--- config.mk ---
export PLATFORM = sky130hd
export DESIGN_NAME = stream_seq_src_flat
export DESIGN_NICKNAME = d
export VERILOG_FILES = /design/src/rtl/stream_seq_src_pkg.sv /design/src/rtl/stream_seq_src_if.sv /design/src/rtl/stream_seq_src_lfsr.sv /design/src/rtl/stream_seq_src.sv /design/src/flat_wrapper.sv
export SDC_FILE = /design/constraint.sdc
export NUM_CORES = 1
export LEC_CHECK = 0
export ABC_CLOCK_PERIOD_IN_PS = 6400
export CORE_MARGIN = 2
export CORE_UTILIZATION = 50
export CTS_CLUSTER_DIAMETER = 200
export DETAILED_ROUTE_END_ITERATION = 12
export HOLD_SLACK_MARGIN = 0.05
export PLACE_DENSITY_LB_ADDON = 0.3
export SYNTH_ARGS = -nofsm -noshare
export SYNTH_HDL_FRONTEND = slang
export SYNTH_SLANG_ARGS = --single-unit
--- constraint.sdc ---
create_clock -name clk -period 6.4 [get_ports clk]
set_input_delay 1.92 -clock clk [delete_from_list [all_inputs] [get_ports clk]]
set_output_delay 1.92 -clock clk [all_outputs]
set_load 0.01 [all_outputs]
--- src/rtl/stream_seq_src_pkg.sv ---
// stream_pkg: shared types and constants for the stream_seq_src burst
// transmitter. The LFSR tap constant is only consumed when the
// STREAM_SEQ_SRC_LFSR_EN macro is defined.

package stream_pkg;

    // Inter-beat gap policy, sampled at burst start
    typedef enum logic [1:0] {
        GAP_NONE  = 2'd0,
        GAP_FIXED = 2'd1,
        GAP_ALT   = 2'd2,
        GAP_RAND  = 2'd3
    } gap_mode_t;

    // Transmitter control states
    typedef enum logic [1:0] {
        IDLE = 2'd0,
        SEND = 2'd1,
        GAP  = 2'd2,
        DONE = 2'd3
    } src_state_t;

    // Fibonacci taps 16,14,13,11 expressed as bit positions 15,13,12,10
    localparam logic [15:0] LFSR_TAPS = 16'hB400;

endpackage

--- src/rtl/stream_seq_src_if.sv ---
// stream_seq_src_if: valid/ready byte stream between the sequence source
// (master) and a downstream consumer (slave).

interface stream_seq_src_if #(
    parameter int DATA_W = 8
);
    logic [DATA_W-1:0] down_data;
    logic              down_valid;
    logic              down_ready;

    modport master (
        output down_data,
        output down_valid,
        input  down_ready
    );

    modport slave (
        input  down_data,
        input  down_valid,
        output down_ready
    );
endinterface

--- src/rtl/stream_seq_src_lfsr.sv ---
// seq_lfsr: 16-bit Fibonacci LFSR that supplies pseudo-random gap lengths.
// Only built when STREAM_SEQ_SRC_LFSR_EN is defined; the source exposes the
// two low bits because that is all the gap logic consumes.

`ifdef STREAM_SEQ_SRC_LFSR_EN
module seq_lfsr
    import stream_pkg::*;
#(
    parameter logic [15:0] SEED = 16'hACE1
) (
    input  logic       clk,
    input  logic       rst_n,
    input  logic       load,
    input  logic       step,
    output logic [1:0] rand_bits
);

    logic [15:0] value;

    // Reseed on load, otherwise shift in the tap parity on each step
    always_ff @(posedge clk or negedge rst_n) begin
        if (!rst_n) begin
            value <= SEED;
        end else if (load) begin
            value <= SEED;
        end else if (step) begin
            value <= {value[14:0], ^(value & LFSR_TAPS)};
        end
    end

    assign rand_bits = value[1:0];

endmodule
`endif

--- src/rtl/stream_seq_src.sv ---
// stream_seq_src: valid/ready transmitter emitting a programmed-length
// incrementing byte sequence with configurable inter-beat gaps.
// Optional feature macro: STREAM_SEQ_SRC_LFSR_EN (random gaps in mode 3;
// without it mode 3 sends back-to-back like mode 0).

module stream_seq_src
    import stream_pkg::*;
#(
    parameter int          DATA_W    = 8,
    parameter int          CNT_W     = 16,
    parameter logic [15:0] LFSR_SEED = 16'hACE1
) (
    input  logic                 clk,
    input  logic                 rst_n,
    input  logic                 start,
    input  logic [CNT_W-1:0]     len,
    input  logic [DATA_W-1:0]    base,
    input  logic [1:0]           gap_mode,
    input  logic [3:0]           gap_len,
    stream_seq_src_if.master     down,
    output logic                 busy,
    output logic                 done,
    output logic [CNT_W-1:0]     sent_cnt
);

    src_state_t          state_q;
    src_state_t          state_d;

    logic [CNT_W-1:0]    len_q;
    gap_mode_t           mode_q;
    logic [3:0]          gap_len_q;

    logic [DATA_W-1:0]   data_q;
    logic [CNT_W-1:0]    sent_cnt_q;
    logic [3:0]          gap_cnt_q;
    logic                valid_q;
    logic                busy_q;
    logic                done_q;

    logic                start_accept;
    logic                accept;
    logic                last_beat;
    logic [CNT_W-1:0]    sent_inc;
    logic [3:0]          gap_after;
    logic [1:0]          rand_bits;

    assign start_accept = (state_q == IDLE) && start;
    assign accept       = valid_q && down.down_ready;
    assign sent_inc     = sent_cnt_q + CNT_W'(1);
    // Comparing the post-increment count against len never needs a wider
    // counter, so len = 2^CNT_W-1 finishes cleanly.
    assign last_beat    = (sent_inc == len_q);

`ifdef STREAM_SEQ_SRC_LFSR_EN
    seq_lfsr #(
        .SEED      (LFSR_SEED)
    ) u_lfsr (
        .clk       (clk),
        .rst_n     (rst_n),
        .load      (start_accept),
        .step      (accept),
        .rand_bits (rand_bits)
    );
`else
    logic seed_unused;
    assign seed_unused = ^LFSR_SEED;
    assign rand_bits   = 2'b00;
`endif

    // Gap owed after the beat currently being accepted; the random mode uses
    // the LFSR value held at accept time, before it steps
    always_comb begin
        gap_after = 4'd0;
        case (mode_q)
            GAP_FIXED: gap_after = gap_len_q;
            GAP_ALT:   gap_after = sent_cnt_q[0] ? 4'd0 : 4'd1;
`ifdef STREAM_SEQ_SRC_LFSR_EN
            GAP_RAND:  gap_after = {2'b00, rand_bits};
`else
            GAP_RAND:  gap_after = {2'b00, rand_bits & 2'b00};
`endif
            default:   gap_after = 4'd0;
        endcase
    end

    // Control state register
    always_ff @(posedge clk or negedge rst_n) begin
        if (!rst_n) begin
            state_q <= IDLE;
        end else begin
            state_q <= state_d;
        end
    end

    // Next-state decode for the burst sequencer
    always_comb begin
        state_d = state_q;
        case (state_q)
            IDLE: begin
                if (start) begin
                    state_d = (len == '0) ? DONE : SEND;
                end
            end
            SEND: begin
                if (accept) begin
                    if (last_beat) begin
                        state_d = DONE;
                    end else if (gap_after != 4'd0) begin
                        state_d = GAP;
                    end else begin
                        state_d = SEND;
                    end
                end
            end
            GAP: begin
                if (gap_cnt_q == 4'd0) begin
                    state_d = SEND;
                end
            end
            DONE: begin
                state_d = IDLE;
            end
            default: begin
                state_d = IDLE;
            end
        endcase
    end

    // Burst configuration is captured only when a start is honoured
    always_ff @(posedge clk or negedge rst_n) begin
        if (!rst_n) begin
            len_q     <= '0;
            mode_q    <= GAP_NONE;
            gap_len_q <= 4'd0;
        end else if (start_accept) begin
            len_q     <= len;
            mode_q    <= gap_mode_t'(gap_mode);
            gap_len_q <= gap_len;
        end
    end

    // Beat payload, accepted-beat count and gap countdown
    always_ff @(posedge clk or negedge rst_n) begin
        if (!rst_n) begin
            data_q     <= '0;
            sent_cnt_q <= '0;
            gap_cnt_q  <= 4'd0;
        end else begin
            if (start_accept) begin
                data_q     <= base;
                sent_cnt_q <= '0;
                gap_cnt_q  <= 4'd0;
            end else if (accept) begin
                sent_cnt_q <= sent_inc;
                if (!last_beat) begin
                    data_q <= data_q + DATA_W'(1);
                    if (gap_after != 4'd0) begin
                        gap_cnt_q <= gap_after - 4'd1;
                    end
                end
            end else if ((state_q == GAP) && (gap_cnt_q != 4'd0)) begin
                gap_cnt_q <= gap_cnt_q - 4'd1;
            end
        end
    end

    // Output flags are registered copies of the upcoming state
    always_ff @(posedge clk or negedge rst_n) begin
        if (!rst_n) begin
            valid_q <= 1'b0;
            busy_q  <= 1'b0;
            done_q  <= 1'b0;
        end else begin
            valid_q <= (state_d == SEND);
            busy_q  <= (state_d != IDLE);
            done_q  <= (state_d == DONE);
        end
    end

    assign down.down_data  = data_q;
    assign down.down_valid = valid_q;
    assign busy            = busy_q;
    assign done            = done_q;
    assign sent_cnt        = sent_cnt_q;

endmodule
--- src/flat_wrapper.sv ---
// flat-port wrapper written by rule: the top's interface ports become plain ports
module stream_seq_src_flat import stream_pkg::*;
#(
    parameter int          DATA_W    = 8,
    parameter int          CNT_W     = 16,
    parameter logic [15:0] LFSR_SEED = 16'hACE1
)
  (clk, rst_n, start, len, base, gap_mode, gap_len, busy, done, sent_cnt, down_down_data, down_down_valid, down_down_ready);
  stream_seq_src_if #(.DATA_W(DATA_W)) down_i ();
  input  logic clk;
  input  logic rst_n;
  input  logic start;
  input  logic [CNT_W-1:0] len;
  input  logic [DATA_W-1:0] base;
  input  logic [1:0] gap_mode;
  input  logic [3:0] gap_len;
  output logic busy;
  output logic done;
  output logic [CNT_W-1:0] sent_cnt;
  output wire logic [$bits(down_i.down_data)-1:0] down_down_data;
  output wire logic [$bits(down_i.down_valid)-1:0] down_down_valid;
  input wire logic [$bits(down_i.down_ready)-1:0] down_down_ready;
  assign down_down_data = down_i.down_data;
  assign down_down_valid = down_i.down_valid;
  assign down_i.down_ready = down_down_ready;
  stream_seq_src #(.DATA_W(DATA_W), .CNT_W(CNT_W), .LFSR_SEED(LFSR_SEED)) u_core (.clk(clk), .rst_n(rst_n), .start(start), .len(len), .base(base), .gap_mode(gap_mode), .gap_len(gap_len), .down(down_i), .busy(busy), .done(done), .sent_cnt(sent_cnt));
endmodule
## Yosys cells after proc, flatten, opt, wreduce, memory -nomap -nowiden

Index checks and enable logic that the tools add are counted.

| storage, ports and cells | value |
|---|---|
| register bits | 55 |
| bits in latches | 0 |
| bits in writable memories | 0 |
| ROM bits | 0 |
| input port bits | 34 |
| output and inout bits | 27 |
| memories | 0 |

| cells by class | value |
|---|---|
| $add $sub $neg | 4 |
| $mul | 0 |
| div/mod/pow operators | 0 |
| magnitude comparators | 0 |
| equality and inequality tests | 11 |
| shifts and indexed selects | 0 |
| multiplexer cells | 19 |
| bitwise gates (word level) | 0 |
| reduce and logical (&&, ||, !) cells | 13 |

Operators with widths:

| operator | count |
|---|---|
| two-way mux 16 bit | 2 |
| two-way mux 8 bit | 3 |
| two-way mux 4 bit | 5 |
| adder 16 x 1 -> 16 bit, second input constant | 1 |
| equality test 16 bit | 1 |
| zero test 16 bit | 1 |
| two-way mux 2 bit | 6 |
| adder 8 x 1 -> 8 bit, second input constant | 1 |
| equality test 2 bit, second input constant | 4 |
| one-hot mux 2 bit (4 select lines) | 1 |
| one-hot mux 4 bit (2 select lines) | 1 |
| nonzero test 4 bit | 2 |
| subtractor 4 x 1 -> 4 bit, second input constant | 2 |
| equality test 2 x 1 -> 1 bit, second input constant | 3 |
| inequality test 3 x 2 -> 1 bit, second input constant | 2 |
| zero test 4 bit | 1 |
| nonzero test 2 bit | 2 |
| logical AND 1 bit | 3 |
| AND reduction 3 bit | 1 |
| nonzero test 3 bit | 1 |
| zero test 2 bit | 1 |
| inequality test 2 x 1 -> 1 bit, second input constant | 1 |
| AND reduction 2 bit | 1 |
| two-way mux 1 bit | 1 |

## Depth between registers and ports, before layout

| depth | value |
|---|---|
| depth in word-level cells | 8 |
| gate-level depth with buffers | 12 |
| depth with buffers taken out | 10 |

## Least setup slack after synthesis

OpenSTA, ideal clock, no wires.

| path | value |
|---|---|
| kind | input to register |
| start | input down_down_ready |
| end | register u_core.data_q[7] (netlist: u_core.down.down_data[7]) |
| library setup time | 0.132 ns |
| arrival time | 2.907 ns |
| required time | 6.268 ns |
| path slack | 3.361 ns |
| stages | 6 |
| buffers on the path | 1 |
| path through | and2_1 -> clkbuf_1 -> nand4_1 -> nor3_2 -> xnor2_1 -> o21ai_1 |

| between the ends | value |
|---|---|
| cells in the longest elaborated chain, start to end | 3 |

Ends and longest elaborated chain:

| element | RTL line | text |
|---|---|---|
| start, declared | flat_wrapper.sv:22 | `input wire logic [$bits(down_i.down_ready)-1:0] down_down_ready;` |
| logical AND 1 bit | stream_seq_src.sv:48 | `assign accept = valid_q && down.down_ready;` |
| nonzero test 2 bit (no line) | n/a |  |
| AND reduction 2 bit (no line) | n/a |  |
| end signal, assigned | stream_seq_src.sv:150 | `data_q <= base;` |
| end signal, assigned | stream_seq_src.sv:156 | `data_q <= data_q + DATA_W'(1);` |
| end, declared | stream_seq_src.sv:33 | `logic [DATA_W-1:0] data_q;` |

No other way between the ends.
A chain may end at the register's enable or synchronous reset.

## Final worst setup path

| path | value |
|---|---|
| start | input down_down_ready |
| end | register u_core.gap_cnt_q[2] |

| between the ends | value |
|---|---|
| cells in the longest elaborated chain, start to end | 3 |
| elaborated cells on any way between the ends | 7 |
| classes of those cells | eq/ne: 2; mux: 2; reduce/logical: 3 |

Ends and longest elaborated chain:

| element | RTL line | text |
|---|---|---|
| logical AND 1 bit * | stream_seq_src.sv:48 |  |
| inequality test 3 x 2 -> 1 bit (no line), or another cell as far along | n/a |  |
| AND reduction 3 bit (no line) / two-way mux 4 bit (equally long branches) | n/a |  |
| end signal, assigned | stream_seq_src.sv:158 | `gap_cnt_q <= gap_after - 4'd1;` |
| end signal, assigned | stream_seq_src.sv:162 | `gap_cnt_q <= gap_cnt_q - 4'd1;` |
| end, declared | stream_seq_src.sv:35 | `logic [3:0] gap_cnt_q;` |

Mark *: on every way between the ends. The rest lies on a longest branch, timed or not.

==> run metrics <==
mux contribution to synthesized area=0.0125; hold_sp=u_core.len_q[14]$_DFFE_PN0P_; worst-path fanout max=17; EDFF count, synth=0; Die Y=84.0 um; Post-route DRC=0; clock tree buffer depth=2; Unique masters post-synth=56; Clock Skew=0.00928 ns; clk sinks=55; Final Hold Fails=0; CTS tree=yes; Peak supply drop=218 uV; Detailed Place HPWL=5000 um; largest family of logic cells by synthesized area=simple AND/OR/NAND/NOR gates; reg2reg setup slack=3.18 ns; final setup TNS=0 ns; initial antenna violation count=0; Design Power=1.40 mW; Clock Latency Late Sink=0.31 ns; worst hold-check path type=reg2reg; asr flop ratio synth=1.00; final net count=454; PostCTS Resize Cnt=0; Syn Std Cell Area=0.00320 mm^2; leakage=1.65 nW; Post-synth top flop=dfrtp_1; Final setup viols=0; Post-Layout Cell Count=493; Crit path largest cell delay=0.47 ns; Req. time, crit path=6.56 ns; Cells after DPL=485; critical setup path kind=in2reg; Avg WL per Cell=14.4 um; starting DRC count in detailed routing=138; Rel. slew slack=0.339; I/O Buffers=60; vias in the first global route=2541; r2r worst-path depth=9; Final Max Tran Viols=0; RSZ-0062 raised after global routing=no; Post-Route WL=7090 um; ANT cells=0; P&R area growth vs syn=21.7%; Final GP Congestion=0.900; FF-to-FF End=u_core.down.down_valid$_DFF_PN0_; end point of the critical path=u_core.gap_cnt_q[2]$_DFFE_PN0P_; Overall Global Routing Usage=0.210; Crit. Startpoint=down_down_ready; final core utilization=0.621; Clock Root Buffer=clkbuf_8; commonest non-fill, non-tap cell in the layout=nand2_1; layout cells sized above 1=0.0529; Tcrit/Tclk final=0.572; slowest CP cell=clkdlybuf4s50_1; DR pass1 iterations=4; most frequent cells in the layout=nand2_1 (90), clkdlybuf4s50_1 (59), dfrtp_1 (55); Critical Path Start Type=input pin; DR vias=2728; core area=0.00628 mm^2; MaxCap Viol Count=0; worst path cell trace=clkdlybuf4s50_1, nand2_1, nor2_1, a22oi_1, ha_1, nand4_1, nor2_1, a31oi_1, a31oi_1; die width=84.0 um; total grt overflow=0; # H-tree levels=2; largest net degree at the start of global routing=58; number of setup buffers added after CTS=0; clock-pin slew on the worst setup and hold paths=0.10 ns; synthesized area per cell=8.73 um^2; maximum clock rate=0.273 GHz; Post-Synth Simple-Gate Area=0.284; post-synthesis compound-gate area fraction=0.106; pwr dens=360 mW/mm^2; actual slew at the worst max-slew pin=0.991 ns; Crit. End Element=flip-flop; status=completed; CTS buffer count=5; Synth Area in Adders=0.0195; Tmin final=3.66 ns; Row Count=29; first-pass GRT wire length=12100 um; Vias/cell=5.53; starting density of the core=0.510; io pins=61; post-synthesis register bit count=55; Syn Inst Count=367; DIE AREA=0.00706 mm^2; synthesized net count=406; Ys Warns=0; hold buffer count at cts=0; antenna-violating nets left=0; data arrival at the endpoint of the critical path=3.82 ns; register area share after synthesis=0.430; R2R Path Start=u_core.sent_cnt[0]$_DFFE_PN0P_; Synth Area in XOR/XNOR=0.107
==> report_power, final <==
part           switching (mW)  internal [mW]  leakage, nW
clock network           0.112         0.0889       0.0484
registers               0.124          0.469        0.702
logic                   0.317          0.292        0.902
total                   0.553          0.850         1.65
==> per-layer routing <==
| layer | global-route usage | share of wire | wire [um] |
|---|---|---|---|
| met4 | 0.0660 | 0.014 | 96 |
| met2 | 0.328 | 0.47 | 3310 |
| met5 | 0 | 0 | 0 |
| met3 | 0.0336 | 0.038 | 272 |
| met1 | 0.300 | 0.48 | 3420 |
==> synthesized netlist by cell type, types with 2 or more instances <==
cell type  instances  share of area
ha_1               5          0.020
nor2_1            31          0.036
a211oi_1           2         0.0047
a31oi_1            3         0.0059
nand2_1           90           0.11
a21oi_1            5         0.0078
and2_1             3         0.0059
o21ai_0            8          0.013
nand4_1            7          0.014
xor2_1            17          0.046
nand3_1            8          0.013
or3_1              4         0.0078
o211a_1            2         0.0063
nor3b_1            2         0.0047
nor2b_1            4         0.0078
inv_1              8         0.0094
nor4_1            10          0.020
mux2i_1            4          0.013
o21ai_2            2         0.0055
clkbuf_1          11          0.013
nand4b_1           2         0.0055
nor2_2             2         0.0039
buf_6              2         0.0070
o22ai_1            2         0.0039
nor3_2             2         0.0063
xnor2_1           22          0.060
nand4_2            2         0.0078
o311ai_0           2         0.0055
dfrtp_1           55           0.43
a22oi_1            3         0.0070
and3_1             5         0.0098
buf_2              5         0.0078
o21ai_1            6         0.0094
nor3_1             9          0.014
==> logic make-up after synthesis <==
group                      count (synthesis)
and+or+nand+nor                          188
AOI/OAI and AO/OA                         47
muxes                                      4
DFF                                       55
xor gates and xnor gates                  39
buffers and inverters                     29
adders and majority gates                  5
==> metrics by stage <==
step	hold WS, ns	instance area (um^2)	setup slack (ns)
2_1_floorplan	0.446	3200	3.36
3_3_place_gp	0.479	3800	2.54
3_5_place_dp	0.485	3800	2.39
4_1_cts	0.510	3900	2.74
5_1_grt	0.540	3900	2.60
6_report	0.507	3900	2.74
==> registers in the layout (all words and copies together), names as in the netlist <==
signal	flops
u_core.len_q	16
u_core.sent_cnt	16
u_core.down.down_data	8
u_core.gap_cnt_q	4
u_core.gap_len_q	4
u_core.mode_q	2
u_core.state_q	2
u_core.busy	1
u_core.done	1
u_core.down.down_valid	1
==> critical path, delay by kind of cell <==
| kind | cells | cell delay (ns) |
|---|---|---|
| AO/OA/AOI/OAI | 3 | 0.35 |
| adder cells (fa/ha/maj) | 1 | 0.27 |
| buffers and inverters | 1 | 0.47 |
| AND/OR/NAND/NOR | 4 | 0.80 |
==> area by class of cell <==
class                   count  area, um^2
clock buffers               7        86.3
clock inverters             1        8.76
fillers                   558        2380
inverters                   9        33.8
multi-input cells         283        1690
flip-flops and latches     55        1380
well taps                  77        96.3
repair buffers             61         603
==> how the worst min path moves through the flow <==
stage,cells after the start,to,slack [ns]
3_5_place_dp,2,u_core.len_q[14]$_DFFE_PN0P_,0.49
5_1_grt,2,u_core.len_q[12]$_DFFE_PN0P_,0.54
4_1_cts,2,u_core.len_q[14]$_DFFE_PN0P_,0.51
2_1_floorplan,2,u_core.gap_len_q[0]$_DFFE_PN0P_,0.45
3_3_place_gp,2,u_core.len_q[4]$_DFFE_PN0P_,0.48
6_report,2,u_core.len_q[14]$_DFFE_PN0P_,0.51
No activity file was read; power rests on OpenSTA's default activity.
